[src/rtl/barrett_pkg.sv]
// rtl/barrett_pkg.sv - shared widths, stage count and config record for the Barrett reducer
package barrett_pkg;
    localparam int DEF_DATA_WIDTH = 48;
    localparam int DEF_Q_WIDTH    = 23;
    localparam int DEF_K_WIDTH    = 6;
    localparam int NUM_STAGES     = 4;

    typedef struct packed {
        logic [DEF_Q_WIDTH-1:0] q;
        logic [DEF_Q_WIDTH+1:0] mu;
        logic [DEF_K_WIDTH-1:0] k;
    } barrett_cfg_t;
endpackage

[src/rtl/barrett_cond_sub.sv]
// rtl/barrett_cond_sub.sv - two conditional subtractions of q, folding r < 3q into r < q
module barrett_cond_sub #(
    parameter int W = 23
) (
    input  logic [W+1:0] r_i,
    input  logic [W-1:0] q_i,
    output logic [W-1:0] res_o
);
    logic [W+1:0] q_ext;
    logic [W+1:0] r1;

    assign q_ext = {2'b00, q_i};
    assign r1    = (r_i >= q_ext) ? (r_i - q_ext) : r_i;
    assign res_o = (r1 >= q_ext) ? W'(r1 - q_ext) : W'(r1);
endmodule

[src/rtl/barrett_reduce_pipe.sv]
// rtl/barrett_reduce_pipe.sv - 4-stage elastic Barrett reduction x mod Q
module barrett_reduce_pipe
    import barrett_pkg::*;
#(
    parameter int DATA_WIDTH = DEF_DATA_WIDTH,
    parameter int Q_WIDTH    = DEF_Q_WIDTH,
    parameter int K_WIDTH    = DEF_K_WIDTH
) (
    input  logic                  clk,
    input  logic                  rst_n,
    input  logic                  cfg_we,
    input  logic [Q_WIDTH-1:0]    cfg_q,
    input  logic [Q_WIDTH+1:0]    cfg_mu,
    input  logic [K_WIDTH-1:0]    cfg_k,
    output logic                  cfg_err,
    input  logic                  in_valid,
    output logic                  in_ready,
    input  logic [DATA_WIDTH-1:0] in_data,
    output logic                  out_valid,
    input  logic                  out_ready,
    output logic [Q_WIDTH-1:0]    out_data,
    output logic                  busy
);
    localparam int RW = Q_WIDTH + 2;
    localparam int PW = 2 * RW;

    logic [Q_WIDTH-1:0]    q_q;
    logic [RW-1:0]         mu_q;
    logic [K_WIDTH-1:0]    k_q;
    logic                  cfg_err_q, cfg_err_d;
    logic [NUM_STAGES-1:0] valid_q;
    logic [NUM_STAGES-1:0] stage_ready;

    logic [PW-1:0]         s1_prod_q, s1_prod_d;
    logic [RW-1:0]         s1_x_q;
    logic [RW-1:0]         s2_p_q, s2_p_d;
    logic [RW-1:0]         s2_x_q;
    logic [RW-1:0]         s3_r_q, s3_r_d;
    logic [Q_WIDTH-1:0]    s4_res_q, s4_res_d;

    logic [K_WIDTH-1:0]    k_m1;
    logic [K_WIDTH:0]      k_p1;
    logic [RW-1:0]         q1, q3;
    logic                  in_fire, cfg_accept;

    // A stage may load when empty or when its successor drains this cycle.
    assign stage_ready[3] = !valid_q[3] || out_ready;
    assign stage_ready[2] = !valid_q[2] || stage_ready[3];
    assign stage_ready[1] = !valid_q[1] || stage_ready[2];
    assign stage_ready[0] = !valid_q[0] || stage_ready[1];

    assign in_ready   = stage_ready[0] && (q_q != '0);
    assign in_fire    = in_valid && in_ready;
    assign busy       = |valid_q;
    assign cfg_accept = cfg_we && !busy && !in_valid;
    assign cfg_err_d  = cfg_we && !cfg_accept;

    // For x < Q^2 the shifted operand and quotient estimate fit in RW bits.
    assign k_m1      = k_q - K_WIDTH'(1);
    assign k_p1      = (K_WIDTH+1)'(k_q) + (K_WIDTH+1)'(1);
    assign q1        = RW'(in_data >> k_m1);
    assign s1_prod_d = PW'(q1) * PW'(mu_q);
    assign q3        = RW'(s1_prod_q >> k_p1);
    assign s2_p_d    = q3 * RW'(q_q);
    assign s3_r_d    = s2_x_q - s2_p_q;

    barrett_cond_sub #(.W(Q_WIDTH)) u_cond_sub (
        .r_i   (s3_r_q),
        .q_i   (q_q),
        .res_o (s4_res_d)
    );

    always_ff @(posedge clk or negedge rst_n) begin
        if (!rst_n) begin
            q_q       <= '0;
            mu_q      <= '0;
            k_q       <= '0;
            cfg_err_q <= 1'b0;
            valid_q   <= '0;
            s1_prod_q <= '0;
            s1_x_q    <= '0;
            s2_p_q    <= '0;
            s2_x_q    <= '0;
            s3_r_q    <= '0;
            s4_res_q  <= '0;
        end else begin
            cfg_err_q <= cfg_err_d;
            if (cfg_accept) begin
                q_q  <= cfg_q;
                mu_q <= cfg_mu;
                k_q  <= cfg_k;
            end
            if (stage_ready[0]) begin
                valid_q[0] <= in_fire;
                s1_prod_q  <= s1_prod_d;
                s1_x_q     <= RW'(in_data);
            end
            if (stage_ready[1]) begin
                valid_q[1] <= valid_q[0];
                s2_p_q     <= s2_p_d;
                s2_x_q     <= s1_x_q;
            end
            if (stage_ready[2]) begin
                valid_q[2] <= valid_q[1];
                s3_r_q     <= s3_r_d;
            end
            if (stage_ready[3]) begin
                valid_q[3] <= valid_q[2];
                s4_res_q   <= s4_res_d;
            end
        end
    end

    assign cfg_err   = cfg_err_q;
    assign out_valid = valid_q[3];
    assign out_data  = s4_res_q;
endmodule

[config.mk]
export PLATFORM = sky130hd
export DESIGN_NAME = barrett_reduce_pipe
export DESIGN_NICKNAME = d
export VERILOG_FILES = /design/src/rtl/barrett_pkg.sv /design/src/rtl/barrett_cond_sub.sv /design/src/rtl/barrett_reduce_pipe.sv
export SDC_FILE = /design/constraint.sdc
export NUM_CORES = 2
export LEC_CHECK = 0
export ABC_AREA = 1
export BUFFER_PORTS_ARGS = -buffer_cell sky130_fd_sc_hd__buf_2
export CORE_UTILIZATION = 32
export DETAILED_ROUTE_END_ITERATION = 10
export PLACE_DENSITY_LB_ADDON = 0.15
export SLEW_MARGIN = 20
export SYNTH_ARGS = -nofsm -noshare
export SYNTH_HDL_FRONTEND = slang
export SYNTH_SLANG_ARGS = --single-unit
[constraint.sdc]
create_clock -name clk -period 19.4 [get_ports clk]
set_input_delay 3.88 -clock clk [delete_from_list [all_inputs] [get_ports clk]]
set_output_delay 3.88 -clock clk [all_outputs]
set_load 0.01 [all_outputs]
Word level (Yosys, flattened, before mapping)
Index checks and enable logic that the tools add are counted.

Logic and storage cells: 45. Register bits: 232. Output and inout bits: 27. Input bits: 107.

Mux-type cells: 2. Multipliers: 2. $add $sub $neg: 5. Reduce and logical (&&, ||, !) cells: 18. Magnitude comparators: 2. Shift operators: 2.

Operators with widths (count): 25-bit by 23-bit greater-or-equal comparator with 1-bit output (2); 25-bit by 25-bit multiplier with 50-bit output (1); 50-bit by 7-bit >> shifter with 25-bit output (1); 48-bit by 6-bit >> shifter with 25-bit output (1); 25-bit by 23-bit multiplier with 25-bit output (1); 25-bit two-way mux (1); 25-bit by 23-bit subtractor with 25-bit output (1); 25-bit subtractor (1); 23-bit two-way mux (1); 23-bit nonzero test (1); 23-bit subtractor (1); 6-bit by 1-bit adder with 7-bit output (second input constant) (1); 1-bit zero test (7); 6-bit by 1-bit subtractor with 6-bit output (second input constant) (1); 1-bit logical AND (5); 1-bit logical OR (4); 4-bit OR reduction (1).

Logic depth before layout (Yosys ltp)
Word-level depth: 7. Depth in mapped cells: 47. Gate-level depth less buffers: 41.

Cells and area by module
From an unflattened synthesis, not the netlist that was laid out.

Cells, all modules: 6627. Area total of the unflattened synthesis: 48190.0 sq um.

Modules (own cells, without submodules): barrett_reduce_pipe (times used 1, area an instance 44311.2 sq um, sequential area each 5780.5 sq um, cells each 5870); barrett_cond_sub (times used 1, area an instance 3878.7 sq um, sequential area each 0.0 sq um, cells each 757).

Worst setup path after synthesis
No wires, ideal clock.

Path type: in2reg. Start point: input in_data[35]. End point: register s1_prod_q[49]. Setup time: 0.131 ns. Path buffers: 1. Stages: 40. Data arrival time: 10.812 ns. Path slack: 8.456 ns. Required time: 19.269 ns. Cells stage by stage: nand2_1 -> o21ai_0 -> mux2i_1 -> inv_1 -> o21ai_0 -> nand2_1 -> o21ai_0 -> inv_1 -> nand2_1 -> nand2_1 -> inv_1 -> buf_2 -> nor2_1 -> fa_1 -> fa_1 -> inv_1 -> fa_1 -> inv_1 -> (+4 left out) -> fa_1 -> inv_1 -> fa_1 -> inv_1 -> ha_1 -> nand2_1 -> nor2_1 -> a211oi_1 -> o21ai_0 -> a21oi_1 -> inv_1 -> a21oi_1 -> o21ai_0 -> nand3_1 -> o21ai_0 -> or2_2 -> nand3_1 -> o21ai_0.

Word-level cells in the longest chain between the ends: 2.

RTL lines: start, declared (RTL line barrett_reduce_pipe.sv:18) `input logic [DATA_WIDTH-1:0] in_data,`; 48-bit by 6-bit >> shifter with 25-bit output (RTL line barrett_reduce_pipe.sv:61) `assign q1 = RW'(in_data >> k_m1);`; 25-bit by 25-bit multiplier with 50-bit output (RTL line barrett_reduce_pipe.sv:62) `assign s1_prod_d = PW'(q1) * PW'(mu_q);`; end signal, assigned (RTL line barrett_reduce_pipe.sv:95) `s1_prod_q <= s1_prod_d;`; end, declared (RTL line barrett_reduce_pipe.sv:34) `logic [PW-1:0] s1_prod_q, s1_prod_d;`.

No other way between the ends. A chain may end at the register's enable or synchronous reset.

Final worst setup path
Start point: input in_data[42]. End point: register s1_prod_q[49].

The elaborated chain is that of the path after synthesis.

==> results.ini <==
[run]
cap_violations = 0

[clocking]
worst_skew_pair.late_latency_ps = 640
post_cts_buffers = 0
clkTransAtPathRegs_ps = 60
cts_sinks = 231
cts_buffer_depth = 3
cts_root_buf = clkbuf_16
cts_tree = done
cts_buffers = 34
htreeDepth = 2
cts_hold_buf = 0
cts.repair.resized = 0

[synth]
yosys.area_share.xor_xnor_pct = 2.257
synth-seq-area-share_pct = 12.31
ys_warn_count = 0
synth_top_family_by_area = adder cells
syn_inst = 6302
yosys.area_share.adder_pct = 41.59
synth_edf_count = 0
synth_ff_type = dfrtp_1
yosys.area_share.simple_pct = 21.93
synth_area_per_cell_sq_um = 7.450
muxShareOfSynthArea_pct = 1.029
synth_compound_area_share_pct = 8.029
syn-cell-area_sq_um = 46950
ys_ff_latch = 231
syn_nets = 7512
ys_async_sr_fraction_pct = 100.0
yosys.cell_types.count = 62

[timing]
fmax_ghz = 0.07770
rsz0062_at_grt = no
fin_crit_sh_pct = 66.34
finalCriticalPeriod_ps = 12870
tightest_slew_ps = 1045
hold_slack_ps = 463.0
finClkSkew_ps = 71.34
finalHoldViolations = 0
relSlewSlack_pct = 30.33
final-setup-viol-count = 0
drv_slew = 0
setup_tns_ps = 0

[global_routing]
grt_pass1_vias = 41800
grt_first_pass_wirelength_um = 261700
antenna_found_initial = 5
grtUsageTotal_pct = 23.35
grt_overflow = 0
grt_start_max_net_pins = 86

[worst_setup_path]
arrival_ps = 13370
cp_slowest_cell = inv_1
path_class = input port to register
crit_path_max_fanout = 14
cp_top_family = adder cells
critPathMaxStageDelay_ps = 580
end_kind = register
start_kind = input port
worstPathRequired_ps = 19900
cpMostUsedCell = inv_1
path_buf_inv = 12

[detailed_routing]
vias = 40380
wl_per_cell_um = 20.78
drt_iter0_markers = 2644
drcViolationCount = 0
wirelength_um = 170500
drtAntennaViolNets = 0
drt-pass1-iter-count = 5
via_per_inst = 4.921

[floorplanning]
rows = 140
design.portCount = 134
initial_utilization_pct = 32.26
die_w_um = 385.1
die_h_um = 385.1
die_area_sq_um = 148300
core_area_sq_um = 145600

[layout]
final_cell_area_sq_um = 50460
finish.utilization_pct = 34.67
drive_gt1_share_pct = 5.295
fin_nets = 7476
fill_cells = 15670
syn_to_final_growth_pct = 7.472

[placement]
dp_hpwl_um = 136900
place.gp.congestion = 0.9315
io_buffers = 133
placedInstanceArea_sq_um = 49350

[min_path]
hp-class = register to register

[status]
outcome = completed

==> sequential cells by signal, indices dropped and copies added, names as in the netlist <==
register / flops
s1_prod_q: 49
k_q: 6
mu_q: 25
out_data: 23
valid_q: 4
s2_x_q: 25
s1_x_q: 25
s2_p_q: 25
q_q: 23
cfg_err: 1
s3_r_q: 25
==> tightest hold or removal path, cell delays in order (launching register included) <==
cell and delay, ps:
dfrtp_1 340, nand2_1 50, nand2_1 40
==> cells in the final DEF (no fill, tap or decap), types with 132 or more instances in the layout <==
master   Yosys  layout
a21oi_1    177     177
buf_2      108     132
dfrtp_1    231     228
fa_1       763     763
ha_1       340     340
inv_1     1235    1235
nand2_1   1509    1509
nand3_1    335     335
nor2_1     600     598
o21ai_0    357     357
==> worst paths after layout <==
path	start	to	slack, ps	cells after the start
setup reg to reg	k_q[0]	s1_prod_q[49]	7360	40
setup / recovery	in_data[42]	s1_prod_q[49]	6530	40
min in group asynchronous	rst_n	q_q[18]	3270	1
hold reg to reg	s1_x_q[8]	s2_x_q[8]	460	2
max in group asynchronous	rst_n	k_q[0]	14360	3
hold / removal	s1_x_q[8]	s2_x_q[8]	460	2
==> layer usage <==
| layer | share of wire, % | vias up | GRT usage (%) |
|---|---|---|---|
| li1 | - | 19070 | - |
| met2 | 47 | 1118 | 38.99 |
| met4 | 3.1 | 6 | 6.959 |
| met3 | 5.4 | 211 | 2.652 |
| met5 | 0.020 | - | 0 |
| met1 | 44 | 19980 | 31.59 |
==> Yosys cell counts (9+ instances only) <==
cell      instances  share of area, %
inv_1          1235               9.9
inv_2            31              0.25
nor2_1          600               4.8
o21ai_1          41              0.44
nand3_1         335               3.6
or2_2            17              0.23
a31oi_1          21              0.28
xnor2_1          54               1.0
dfrtp_1         231                12
fa_1            763                33
a21o_1           10              0.16
nor3_1           17              0.18
clkinv_1         19              0.15
clkbuf_1        144               1.2
o31ai_1          11              0.18
nand2_1        1509                12
xor2_1           62               1.2
ha_1            340               9.1
o211ai_1         14              0.22
o21ai_0         357               3.8
nor4_1           12              0.16
a21oi_1         177               1.9
buf_2           108               1.2
nand4_1          29              0.39
buf_1             9             0.072
mux2i_1          46              0.98
==> metrics by stage <==
stage	cells	worst slack, ps
after global placement	8147	6017
after detailed placement	8147	5890
after floorplan	6302	8456
after global routing	8206	5971
after CTS	8206	6569
final	8207	6530
==> cells by family (layout without fill, tap and decap cells) <==
kind of cell,Yosys count,count (layout)
AOI/OAI and AO/OA,694,694
xor gates and xnor gates,118,118
adders and majority gates,1103,1103
buffers and inverters,1556,1543
DFF,231,231
muxes,48,48
other,0,1
and+or+nand+nor,2552,2552
==> final cells by class <==
class                      count  area (sq um)  area share, %
clock inverter                16         192.7         0.3819
tap                         1917          2399          4.753
sequential                   231          5787          11.47
antenna                        1         2.502       0.004959
timing repair buffer         199          1171          2.321
inverter                    1285          4823          9.559
multi-input combinational   4515         35170          69.70
clock buffer                  43         914.6          1.813
Power is left out: the tool's default activity adds up to more than one toggle a clock period on the data nets, which glitch-free logic cannot reach.
